<file path="src/rtl/gcd_pkg.sv">
// gcd_pkg: shared state encoding and default sizing for the GCD arbiter slice
package gcd_pkg;
  typedef enum logic [1:0] {IDLE, ABS, RUN, DONE} state_e;
  localparam int DEF_N_REQ    = 2;
  localparam int DEF_WIDTH    = 8;
  localparam int DEF_MAX_ITER = 255;
endpackage

</file>
<file path="src/rtl/gcd_arbiter_if.sv">
// gcd_arbiter_if: requester-side operand/request bus and tagged result bus
interface gcd_arbiter_if #(
  parameter int N_REQ = 2,
  parameter int WIDTH = 8
) ();
  logic [N_REQ-1:0]       req, gnt;
  logic [N_REQ*WIDTH-1:0] a_in, b_in;
  logic                   busy, res_valid, res_err;
  logic [2:0]             res_id;
  logic [WIDTH-1:0]       result;
  modport master (output req, a_in, b_in, input gnt, busy, res_valid, res_id, result, res_err);
  modport slave  (input req, a_in, b_in, output gnt, busy, res_valid, res_id, result, res_err);
endinterface

</file>
<file path="src/rtl/gcd_core.sv">
// gcd_core: subtract-based GCD engine with magnitude stage and iteration timeout
module gcd_core import gcd_pkg::*; #(
  parameter int WIDTH    = DEF_WIDTH,
  parameter int MAX_ITER = DEF_MAX_ITER
) (
  input  logic             clk,
  input  logic             rst_n,
  input  logic             start_i,
  input  logic [WIDTH-1:0] a_i,
  input  logic [WIDTH-1:0] b_i,
  output logic             busy_o,
  output logic             done_o,
  output logic             err_o,
  output logic [WIDTH-1:0] result_o
);
  localparam int CW = $clog2(MAX_ITER + 2);
  state_e           state_q;
  logic [WIDTH-1:0] x_q, y_q, res_q, x_d, y_d, res_d;
  logic [CW-1:0]    cnt_q;
  logic             done_q, err_q, fin, tmo, zz;
  function automatic logic [WIDTH-1:0] mag(input logic [WIDTH-1:0] v);
    return v[WIDTH-1] ? -v : v;
  endfunction
  always_comb begin
    zz    = x_q == '0 && y_q == '0;
    fin   = x_q == '0 || y_q == '0 || x_q == y_q;
    tmo   = cnt_q == CW'(MAX_ITER + 1);
    res_d = fin ? (x_q == '0 ? y_q : x_q) : '0;
    x_d   = x_q > y_q ? x_q - y_q : x_q;
    y_d   = x_q > y_q ? y_q : y_q - x_q;
  end
  // operands are latched raw on start and folded to magnitudes in ABS
  always_ff @(posedge clk) begin
    if (!rst_n) begin
      state_q <= IDLE;
      x_q     <= '0;
      y_q     <= '0;
      res_q   <= '0;
      cnt_q   <= '0;
      done_q  <= 1'b0;
      err_q   <= 1'b0;
    end else begin
      case (state_q)
        IDLE: if (start_i) begin
          x_q     <= a_i;
          y_q     <= b_i;
          state_q <= ABS;
        end
        ABS: begin
          x_q     <= mag(x_q);
          y_q     <= mag(y_q);
          cnt_q   <= '0;
          state_q <= RUN;
        end
        RUN: if (fin || tmo) begin
          res_q   <= res_d;
          err_q   <= zz || !fin;
          done_q  <= 1'b1;
          state_q <= DONE;
        end else begin
          x_q   <= x_d;
          y_q   <= y_d;
          cnt_q <= cnt_q + 1'b1;
        end
        DONE: begin
          done_q  <= 1'b0;
          state_q <= IDLE;
        end
      endcase
    end
  end
  assign busy_o   = state_q != IDLE;
  assign done_o   = done_q;
  assign err_o    = err_q;
  assign result_o = res_q;
endmodule

</file>
<file path="src/rtl/gcd_arbiter.sv">
// gcd_arbiter: round-robin sharing of one GCD engine among N_REQ requesters,
// results tagged with the owning requester id
module gcd_arbiter import gcd_pkg::*; #(
  parameter int N_REQ    = DEF_N_REQ,
  parameter int WIDTH    = DEF_WIDTH,
  parameter int MAX_ITER = DEF_MAX_ITER
) (
  input logic          CLOCK_50,
  input logic          RESET_N,
  gcd_arbiter_if.slave bus
);
  logic [N_REQ-1:0] gnt_q;
  logic [2:0]       ptr_q, id_q, sel;
  logic             hit, start, busy;
  // scan downward so the lowest offset from the pointer wins
  always_comb begin
    sel = '0;
    hit = 1'b0;
    for (int i = N_REQ - 1; i >= 0; i--) begin
      if (bus.req[(int'(ptr_q) + i) % N_REQ]) begin
        sel = 3'((int'(ptr_q) + i) % N_REQ);
        hit = 1'b1;
      end
    end
  end
  assign start = hit && !busy;
  always_ff @(posedge CLOCK_50) begin
    if (!RESET_N) begin
      gnt_q <= '0;
      ptr_q <= '0;
      id_q  <= '0;
    end else begin
      gnt_q <= start ? N_REQ'(1) << sel : '0;
      if (start) begin
        id_q  <= sel;
        ptr_q <= int'(sel) == N_REQ - 1 ? '0 : sel + 3'd1;
      end
    end
  end
  gcd_core #(.WIDTH(WIDTH), .MAX_ITER(MAX_ITER)) u_core (
    .clk      (CLOCK_50),
    .rst_n    (RESET_N),
    .start_i  (start),
    .a_i      (bus.a_in[sel*WIDTH +: WIDTH]),
    .b_i      (bus.b_in[sel*WIDTH +: WIDTH]),
    .busy_o   (busy),
    .done_o   (bus.res_valid),
    .err_o    (bus.res_err),
    .result_o (bus.result)
  );
  assign bus.gnt    = gnt_q;
  assign bus.res_id = id_q;
  assign bus.busy   = busy;
endmodule
</file>
<file path="src/flat_wrapper.sv">
// flat-port wrapper written by rule: the top's interface ports become plain ports
module gcd_arbiter_flat import gcd_pkg::*;
#(
  parameter int N_REQ    = DEF_N_REQ,
  parameter int WIDTH    = DEF_WIDTH,
  parameter int MAX_ITER = DEF_MAX_ITER
)
  (CLOCK_50, RESET_N, bus_req, bus_a_in, bus_b_in, bus_gnt, bus_busy, bus_res_valid, bus_res_id, bus_result, bus_res_err);
  gcd_arbiter_if #(.N_REQ(N_REQ), .WIDTH(WIDTH)) bus_i ();
  input logic CLOCK_50;
  input logic RESET_N;
  input wire logic [$bits(bus_i.req)-1:0] bus_req;
  input wire logic [$bits(bus_i.a_in)-1:0] bus_a_in;
  input wire logic [$bits(bus_i.b_in)-1:0] bus_b_in;
  output wire logic [$bits(bus_i.gnt)-1:0] bus_gnt;
  output wire logic [$bits(bus_i.busy)-1:0] bus_busy;
  output wire logic [$bits(bus_i.res_valid)-1:0] bus_res_valid;
  output wire logic [$bits(bus_i.res_id)-1:0] bus_res_id;
  output wire logic [$bits(bus_i.result)-1:0] bus_result;
  output wire logic [$bits(bus_i.res_err)-1:0] bus_res_err;
  assign bus_i.req = bus_req;
  assign bus_i.a_in = bus_a_in;
  assign bus_i.b_in = bus_b_in;
  assign bus_gnt = bus_i.gnt;
  assign bus_busy = bus_i.busy;
  assign bus_res_valid = bus_i.res_valid;
  assign bus_res_id = bus_i.res_id;
  assign bus_result = bus_i.result;
  assign bus_res_err = bus_i.res_err;
  gcd_arbiter #(.N_REQ(N_REQ), .WIDTH(WIDTH), .MAX_ITER(MAX_ITER)) u_core (.CLOCK_50(CLOCK_50), .RESET_N(RESET_N), .bus(bus_i));
endmodule
</file>
<file path="config.mk">
export PLATFORM = sky130hd
export DESIGN_NAME = gcd_arbiter_flat
export DESIGN_NICKNAME = d
export VERILOG_FILES = /design/src/rtl/gcd_pkg.sv /design/src/rtl/gcd_arbiter_if.sv /design/src/rtl/gcd_core.sv /design/src/rtl/gcd_arbiter.sv /design/src/flat_wrapper.sv
export SDC_FILE = /design/constraint.sdc
export NUM_CORES = 1
export LEC_CHECK = 0
export CAP_MARGIN = 10
export CELL_PAD_IN_SITES_DETAIL_PLACEMENT = 1
export CELL_PAD_IN_SITES_GLOBAL_PLACEMENT = 2
export CORE_MARGIN = 3
export CORE_UTILIZATION = 34
export DETAILED_ROUTE_END_ITERATION = 8
export GPL_ROUTABILITY_DRIVEN = 0
export PLACE_DENSITY = 0.85
export SKIP_LAST_GASP = 1
export SLEW_MARGIN = 20
export SYNTH_ARGS = -nofsm -noshare
export SYNTH_HDL_FRONTEND = slang
export SYNTH_SLANG_ARGS = --single-unit
</file>
<file path="constraint.sdc">
create_clock -name CLOCK_50 -period 7.6 [get_ports CLOCK_50]
set_input_delay 1.14 -clock CLOCK_50 [delete_from_list [all_inputs] [get_ports CLOCK_50]]
set_output_delay 1.14 -clock CLOCK_50 [all_outputs]
set_load 0.03 [all_outputs]
</file>
Word level (Yosys, flattened, before mapping)
Cells that the tools add are included.

storage, ports and cells
  output and inout port bits = 16
  register bits after elaboration = 43

operators by class
  shift operators = 3
  mux-type cells = 29
  reductions and logical operators = 24
  $lt $le $gt $ge = 3
  add/sub/neg operators = 7
  equal/unequal tests = 13
  bitwise operators = 1

operators with widths
  cell                                           count
  two-way mux 8 bit                              10
  case mux 8 bit (3 select lines)                2
  indexed part select 16 x 7 -> 8 bit            2
  case mux 9 bit (2 select lines)                1
  logical NOT 8 bit                              2
  negator 8 bit                                  2
  subtractor 8 bit                               2
  inequality test 2 bit, second input constant   6
  AND reduction 2 bit                            5
  AND reduction 5 bit                            2
  adder 9 x 1 -> 9 bit, second input constant    1
  == test 9 bit, second input constant           1
  two-way mux 1 bit                              9
  two-way mux 9 bit                              1
  == test 8 bit                                  1
  greater-than comparator 8 bit                  1
  case mux 2 bit (4 select lines)                1
  AND reduction 4 bit                            2
  two-way mux 3 bit                              2
  nonzero test 2 bit                             3
  == test 2 bit, second input constant           2
  logical OR 1 bit                               4
  two-way mux 2 bit                              2
  == test 3 x 2 -> 1 bit, second input constant  1
  other kinds (12)                               15

Depth between registers and ports, before layout
Gate-level depths: netlist of run 1.

  word-level depth = 10
  depth in mapped cells = 11
  depth with buffers taken out = 10

Hierarchy
A second synthesis of run 1 with hierarchy kept.

unflattened totals
  cells, all modules = 411
  area, all modules = 3418.3 um^2

modules (own cells, without submodules)
  module       area an instance (um^2)  cells an instance  instances  sequential area each (um^2)
  gcd_core     2996.6                   373                1          740.7
  gcd_arbiter  421.7                    38                 1          80.1

Least setup slack after synthesis of run 1
OpenSTA, ideal clock, no wires.

  kind = input -> register
  start = input bus_req[0]
  end = register u_core.u_core.y_q[4]
  path slack = 4.937 ns
  arrival time = 2.540 ns
  stages = 6
  path through = inv_1 o21ai_1 buf_2 mux2_2 o211ai_1 a21oi_1

between the ends
  word-level cells in the longest chain between the ends = 8
  elaborated cells between the ends (all ways) = 15

RTL lines
  what                                                                             line                                  source
  start: declaration                                                               flat_wrapper.sv:12                    input wire logic [$bits(bus_i.req)-1:0] bus_req;
  two-way mux 1 bit (not written as such) (3 in a row)                             gcd_arbiter.sv:20                     if (bus.req[(int'(ptr_q) + i) % N_REQ]) begin
  two-way mux 3 bit / two-way mux 1 bit (equally long branches) (2 in a row)       gcd_arbiter.sv:20
  indexed part select 16 x 7 -> 8 bit / logical AND 1 bit (equally long branches)  gcd_arbiter.sv:45, gcd_arbiter.sv:26
  two-way mux 8 bit / inequality test 2 x 1 -> 1 bit (equally long branches)       -
  case mux 8 bit (3 select lines) / AND reduction 5 bit (equally long branches)    -
  end signal: assignment                                                           gcd_core.sv:46                        y_q <= b_i;
  end signal: assignment                                                           gcd_core.sv:51                        y_q <= mag(y_q);
  end signal: assignment                                                           gcd_core.sv:62                        y_q <= y_d;
  end: declaration                                                                 gcd_core.sv:18                        logic [WIDTH-1:0] x_q, y_q, res_q, x_d, y_d, res_d;

Several ways; a longest one is shown, not always the timed one. The select of a mux whose other input is x is not followed.
A chain may end at the register's enable or synchronous reset.

Final worst setup path of run 1
  start = input RESET_N
  end = register u_core.gnt_q[1], in the netlist u_core.bus.gnt[1]

between the ends
  word-level cells in the longest chain between the ends = 1

RTL lines
  what                                  line                source
  start: declaration                    flat_wrapper.sv:11  input logic RESET_N;
  AND reduction 2 bit (no source line)  -
  end signal: assignment                gcd_arbiter.sv:33   gnt_q <= start ? N_REQ'(1) << sel : '0;
  end: declaration                      gcd_arbiter.sv:12   logic [N_REQ-1:0] gnt_q;

No other way between the ends.

==> summary.md, run 1 <==
| Metric | Value |
|---|---|
| Outcome | `complete, no violations` |
| Cell taking the most area after synthesis | `dfxtp_1` |
| Flops & latches, synth | `41` |
| # setup viols final | `0` |
| Clk slew on worst S/H paths | `about 80 ps` |
| Max Cap Viol | `0` |
| Post-synthesis cell count | `approximately 420` |
| Setup Crit Path Kind | `in2reg` |
| Vias post-DR | `roughly 3.3k` |
| Share of flip-flops with an asynchronous set or reset | `0` |
| Startpoint types | `input pin` |
| Mean Syn Cell Area | `between 7 and 8 µm²` |
| Fmax | `slightly below 300 MHz` |
| Area share of the largest cell type after synthesis | `0.244` |
| Hold Path Origin | `u_core.u_core.result_o[1]` |
| Synth Flop Type | `dfxtp_1` |
| Final HPWL DP | `a little over 8 mm` |
| Wire length of the first global-routing pass | `17.8 mm` |
| Fraction of final layout cells sized beyond drive strength 1 | `0.0806` |
| Post-synth EDFFs | `0` |
| Fin util | `0.429` |
| Area Growth Syn to Fin | `20.2%` |
| GRT Overall Usage | `0.197` |
| Inserted Diodes | `0` |
| CP Data Arrival Time | `between 3000 and 4000 ps` |
| Top post-synthesis cells by count | `a21oi_1, dfxtp_1, nor2_1` |
| Yosys Warn Count | `0` |
| Clk buf depth | `2` |
| Row count | `35` |
| Reg2reg end | `u_core.u_core.x_q[6]` |
| IO buf count | `just under 50` |
| Rel. slew slack | `0.320` |
| Die Y | `105 µm` |
| Slew @ Worst Pin | `a little over 1000 ps` |
| Mapped cell area | `3360 µm²` |
| Hold-critical path depth | `2` |
| Peak fanout along the critical path | `27` |
| Root Driver | `clkbuf_8` |
| Die area | `approximately 11000 µm²` |
| Initial antenna violation count | `0` |
| Max Slew Vio Count | `0` |
| PostCTS Resize Cnt | `0` |
| Setup bufs post-CTS | `0` |
| Worst Skew | `5.28 ps` |
| Clock sink count | `41` |
| Tcrit/Tclk final | `0.443` |
| Setup crit end kind | `register` |
| Total Wirelength | `10.8 mm` |
| Drt first pass iters | `4` |
| Sum of negative setup slack | `0 ps` |
| Pin count of the biggest net entering global routing | `30` |
| Fill cells | `around 1.2k` |
| CTS tree | `built` |
| Wire per inst | `between 15 and 20 µm` |
| Pwr Density | `442 nW/µm²` |
| HP Class | `reg2reg` |
| DR vias/cell | `approximately 5.6` |
| Clk_lat worst skew | `300 ps` |
| Nets | `about 520` |
| Sequential-to-total area share from yosys stat | `0.244` |
| Antenna Nets Post-Route | `0` |
| FF-to-FF Start | `u_core.u_core.x_q[6]` |
| Req. time, crit path | `between 7000 and 8000 ps` |
| Post-synth cell types | `72` |
| RSZ-0062 raised after global routing | `false` |
| Lkg Pwr | `1.54 nW` |
| Fin crit period | `~3400 ps` |
| R2R cell count | `8` |
| Worst setup path end | `u_core.bus.gnt[1]` |
| Remaining global-route overflow | `0` |
| Largest cells by area after synthesis | `dfxtp_1, ha_1, a21oi_1, mux2i_1, nor2_1` |
| Hold-fix buffers, CTS | `0` |
| Count leader, synth | `a21oi_1` |
| Layout Cells excl Fill | `between 500 and 600` |
| Starting Density | `0.357` |
| Die X | `around 110 µm` |
| Reg2Reg Setup Slack | `roughly 4300 ps` |
| CP startpoint | `RESET_N` |
| Vias in the first global route | `about 3.4k` |
| H-tree depth | `2` |
| I/O Pins | `52` |
| Final Hold Fails | `0` |
| Worst IR Drop VDD | `~0.18 mV` |
| DRT iter0 DRCs | `180` |
| TritonCTS Buffers | `5` |
| Detailed-route DRC error count | `0` |
| Dpl cells | `a little under 600` |
| Core Region | `between 9000 and 10000 µm²` |
==> final cells by class <==
class / count / area, µm² / share of cell area
sequential: 41 / 821 / 0.203
clock inverter: 1 / 5.00 / 0.00124
tap: 129 / 161 / 0.0400
clock buffer: 7 / 96.3 / 0.0239
multi-input combinational: 325 / 2310 / 0.573
timing repair buffer: 53 / 520 / 0.129
inverter: 32 / 120 / 0.0297
==> layer usage <==
layer  track usage  share of wire  vias to the layer above
met5             0              0                        -
met4        0.0384         0.0087                        0
met3        0.0367          0.057                        9
met2         0.326           0.47                       88
met1         0.269           0.47                     1610
li1              -              -                     1599
==> cell families (layout without fill, tap and decap cells) <==
logic type	Yosys count	after routing	synth area share
AO/OA/AOI/OAI	131	131	0.273
other	1	2	0.00112
multiplexers	25	25	0.0771
adder cells (fa/ha/maj)	25	25	0.0976
buffers and inverters	56	93	0.0708
AND/OR/NAND/NOR	131	131	0.207
XOR/XNOR	11	11	0.0287
flip-flops	41	41	0.244
==> how the worst min path moves through the flow <==
| stage | endpoint |
|---|---|
| after floorplan | u_core.ptr_q[0] |
| after global placement | u_core.u_core.result_o[1] |
| after detailed placement | u_core.u_core.result_o[1] |
| after CTS | u_core.u_core.result_o[1] |
| after global routing | u_core.u_core.result_o[0] |
| final | u_core.u_core.result_o[1] |
==> cell usage in the layout, fill, tap and decap left out, types with 3 or more instances in the layout <==
master	count
nor3_1	10
buf_4	4
nand2b_1	9
a21o_1	3
nor2_1	38
mux2_2	7
o221ai_1	3
xnor2_1	9
nand2_1	29
dfxtp_1	41
clkbuf_8	7
a22oi_1	3
clkdlybuf4s50_1	49
nand4_1	3
or4_1	5
nor2b_1	5
nand3_1	7
o211ai_1	4
mux2i_1	18
or3_1	6
a21oi_1	42
nor3b_1	6
o22ai_1	5
o31ai_1	5
a211o_1	7
inv_1	31
o21a_1	5
ha_1	23
a221oi_1	3
o21ai_0	17
==> where the power goes <==
| part | leakage, nW | total (mW) | internal, mW | switching, mW |
|---|---|---|---|---|
| Sequential | 0.335 | 0.348 | 0.266 | 0.0822 |
| Combinational | 1.15 | 1.28 | 0.513 | 0.762 |
| Clock | 0.0542 | 0.163 | 0.0822 | 0.0806 |
==> flip-flops by register name (all words and copies together) (netlist names) <==
register                flops
u_core.bus.res_id           1
u_core.u_core.state_q       2
u_core.u_core.y_q           8
u_core.ptr_q                1
u_core.u_core.result_o      8
u_core.u_core.x_q           8
u_core.u_core.done_o        1
u_core.u_core.cnt_q         9
u_core.bus.gnt              2
u_core.u_core.err_o         1
==> metrics by stage <==
stage	total power [mW]	hold WS [ps]	area (µm²)	setup WS (ps)
3_5_place_dp	1.62	447	3940	3920
2_1_floorplan	1.29	449	3360	4940
6_report	1.79	470	4040	4230
4_1_cts	1.79	467	4040	4230
3_3_place_gp	1.59	448	3940	4060
5_1_grt	1.95	484	4040	4050
==> critical path, stage by stage <==
cell	delay [ps]
clkdlybuf4s50_1	830
clkinv_1	850
or3_1	650
nor2_1	110
Power figures use the tool's default switching activity.
==> run 2: changes to the inputs <==
--- a/config.mk
+++ b/config.mk
@@ -9,10 +9,10 @@
 export CELL_PAD_IN_SITES_DETAIL_PLACEMENT = 1
 export CELL_PAD_IN_SITES_GLOBAL_PLACEMENT = 2
 export CORE_MARGIN = 3
-export CORE_UTILIZATION = 34
+export CORE_UTILIZATION = 29
 export DETAILED_ROUTE_END_ITERATION = 8
 export GPL_ROUTABILITY_DRIVEN = 0
-export PLACE_DENSITY = 0.85
+export PLACE_DENSITY = 0.77
 export SKIP_LAST_GASP = 1
 export SLEW_MARGIN = 20
 export SYNTH_ARGS = -nofsm -noshare
==> constraint.sdc (replaced) <==
create_clock -name CLOCK_50 -period 2.95 [get_ports CLOCK_50]
set_input_delay 0.4425 -clock CLOCK_50 [delete_from_list [all_inputs] [get_ports CLOCK_50]]
set_output_delay 0.4425 -clock CLOCK_50 [all_outputs]
set_load 0.03 [all_outputs]
==> run 2 against run 1 <==
  * Core utilization fell by 3.9 points
  * First-iteration DRC count fell by 14%
  * Non-clock buffer count rose by 26
  * Via count rose by 1.8%
  * Final area rose by 6.9%
  * Clock skew fell by 0.77 ps
  * Power rose to 2.9 times the previous value
  * Clock power rose to 3.8 times the previous value
  * Register-to-register slack got worse by 4200 ps
  * Flip-flop and latch count did not move
  * Combinational power rose to 2.9 times the previous value
  * Largest power group unchanged
==> summary.md, run 2 (synthesis results as in run 1) <==
| Metric | Value |
|---|---|
| Outcome | `complete, no violations` |
| Placed Area | `between 4000 and 5000 µm²` |
| Pin count of the biggest net entering global routing | `21` |
| I/O Pins | `52` |
| DR vias/cell | `~5.4` |
| Clock power frac | `0.119` |
| Core Region | `around 11000 µm²` |
| Max Cap Viol | `0` |
| Initial antenna violation count | `0` |
| Wire per inst | `around 19 µm` |
| Slew @ Worst Pin | `between 500 and 600 ps` |
| Clock sink count | `between 40 and 50` |
| TritonCTS Buffers | `5` |
| Fmax | `~350 MHz` |
| CP Data Arrival Time | `between 3000 and 4000 ps` |
| Rel. slew slack | `0.603` |
| Commonest non-fill, non-tap cell in the layout | `clkdlybuf4s50_1` |
| Combinational share of power | `0.723` |
| Root Driver | `clkbuf_16` |
| Sw power | `around 2.6 mW` |
| Worst stage delay on the critical path | `440 ps` |
| Highest Signal Layer | `met4` |
| Layout Cells excl Fill | `625` |
| Die area | `between 10000 and 15000 µm²` |
| Setup Crit Path Kind | `reg2reg` |
| Total Wirelength | `roughly 12 mm` |
| Remaining global-route overflow | `0` |
| # setup viols final | `0` |
| Sequential Power Share | `0.157` |
| Peak fanout along the critical path | `12` |
| RSZ-0062 raised after global routing | `false` |
| Setup crit end kind | `register` |
| Clk slew on worst S/H paths | `about 60 ps` |
| Antenna Nets Post-Route | `0` |
| Max reg flops | `9` |
| Worst Skew | `between 4 and 5 ps` |
| Final instance area | `around 4300 µm²` |
| CP most frequent cell | `inv_1` |
| Multi-input gate area | `~2300 µm²` |
| Met2 WL | `approximately 5.6 mm` |
| Switching Fraction | `0.501` |
| Metal3 WL | `465 µm` |
| Max Slew Vio Count | `0` |
| CP Cell Sequence | `inv_1 > ha_1 > inv_1 > fa_1 > a211o_1 > nand2_1 > o221ai_1 > a2111oi_2 > buf_4 > o21ai_2 > a32o_1` |
| Startpoint types | `register` |
| Pwr Density | `about 1200 nW/µm²` |
| Hold-fix buffers, CTS | `0` |
| Tcrit/Tclk final | `0.965` |
| Clk buf depth | `2` |
| Most frequent cells in the layout | `clkdlybuf4s50_1, a21oi_1, dfxtp_1, nor2_1, inv_1` |
| Met1 WL | `approximately 5.4 mm` |
| Vias in the first global route | `3521` |
| Fill cells | `roughly 1.3k` |
| Vias post-DR | `~3.4k` |
| Cell-internal power | `around 2.6 mW` |
| Drt first pass iters | `4` |
| Area Growth Syn to Fin | `28.5%` |
| Final HPWL DP | `around 9.4 mm` |
| IO buf count | `49` |
| Final Hold Fails | `0` |
| Nets | `around 550` |
| Wire length of the first global-routing pass | `between 15 and 20 mm` |
| Reg2Reg Setup Slack | `slightly above 100 ps` |
| DRT iter0 DRCs | `roughly 160` |
| Row count | `38` |
| Sum of negative setup slack | `0 ps` |
| Worst path slowest cell | `fa_1` |
| Dpl cells | `about 620` |
| Inserted Diodes | `0` |
| Starting Density | `0.303` |
| Die Y | `~110 µm` |
| GRT Overall Usage | `0.189` |
| CTS tree | `built` |
| HP Class | `reg2reg` |
| Fraction of final layout cells sized beyond drive strength 1 | `0.130` |
| Req. time, crit path | `3140 ps` |
| Clk_lat worst skew | `between 200 and 300 ps` |
| Fin crit period | `approximately 2800 ps` |
| Lkg Pwr | `roughly 1.7 nW` |
| Detailed-route DRC error count | `0` |
| H-tree depth | `2` |
| Biggest register | `u_core.u_core.cnt_q` |
| Die X | `between 100 and 150 µm` |
| Sequential cell area | `821 µm²` |
| Worst IR Drop VDD | `roughly 0.47 mV` |
==> run 2: changes by cell type in the layout (fill, tap and decap cells not counted) <==
| cell | delta |
|---|---|
| inv_6 | +1 |
| clkbuf_8 | -5 |
| nor4_2 | -1 |
| buf_4 | +26 |
| clkinv_2 | -1 |
| clkbuf_16 | +5 |
| nor4_4 | +1 |
==> run 2: worst max-delay path: cells and delay by family, from the launching register on <==
family	cells	cell delay, ps
AO/OA/AOI/OAI	5	1250
adder cells (fa/ha/maj)	2	620
buffers and inverters	3	420
flip-flops	1	360
AND/OR/NAND/NOR	1	90
==> run 2: what timing repair did <==
action	in CTS	in global routing
resized for setup	0	1
setup endpoints to repair	0	5
buffers inserted	0	2
==> run 2: metal layers <==
layer | track usage | up-vias
met5 | 0 | -
li1 | - | 1647
met1 | 0.248 | 1621
met2 | 0.314 | 75
met4 | 0.0689 | 0
met3 | 0.0286 | 21
==> run 2: area by class of cell <==
| type | instances | share of cell area |
|---|---|---|
| multi-input cells | 325 | 0.538 |
| inverters | 32 | 0.0278 |
| clock buffers | 7 | 0.0354 |
| clock inverters | 1 | 0.00203 |
| well taps | 140 | 0.0406 |
| repair buffers | 79 | 0.166 |
| flip-flops and latches | 41 | 0.190 |
==> run 2: power by group through the flow <==
stage                     Clock [mW]  Sequential, mW  Combinational, mW
final                          0.617           0.814               3.74
after global routing           0.655           0.832               4.11
after CTS                      0.634           0.811               3.70
after detailed placement           0           0.822               3.67
after global placement             0           0.814               3.60
after floorplan                    0           0.872               2.46
==> run 2: worst paths after layout <==
check / start / endpoint / cells after the start
hold reg to reg: u_core.u_core.result_o[0] / u_core.u_core.result_o[0] / 2
setup / recovery: u_core.u_core.x_q[0] / u_core.u_core.y_q[0] / 11
setup reg to reg: u_core.u_core.x_q[0] / u_core.u_core.y_q[0] / 11
hold / removal: u_core.u_core.result_o[0] / u_core.u_core.result_o[0] / 2
==> run 2: metrics by stage <==
stage	hold slack (ps)	utilization	setup slack (ps)	power, mW
final	468	0.390	103	5.17
after global routing	494	0.390	7.23	5.59
after CTS	474	0.387	137	5.14
after detailed placement	459	0.373	187	4.49
after global placement	445	0.373	259	4.42
after floorplan	449	-	299	3.33
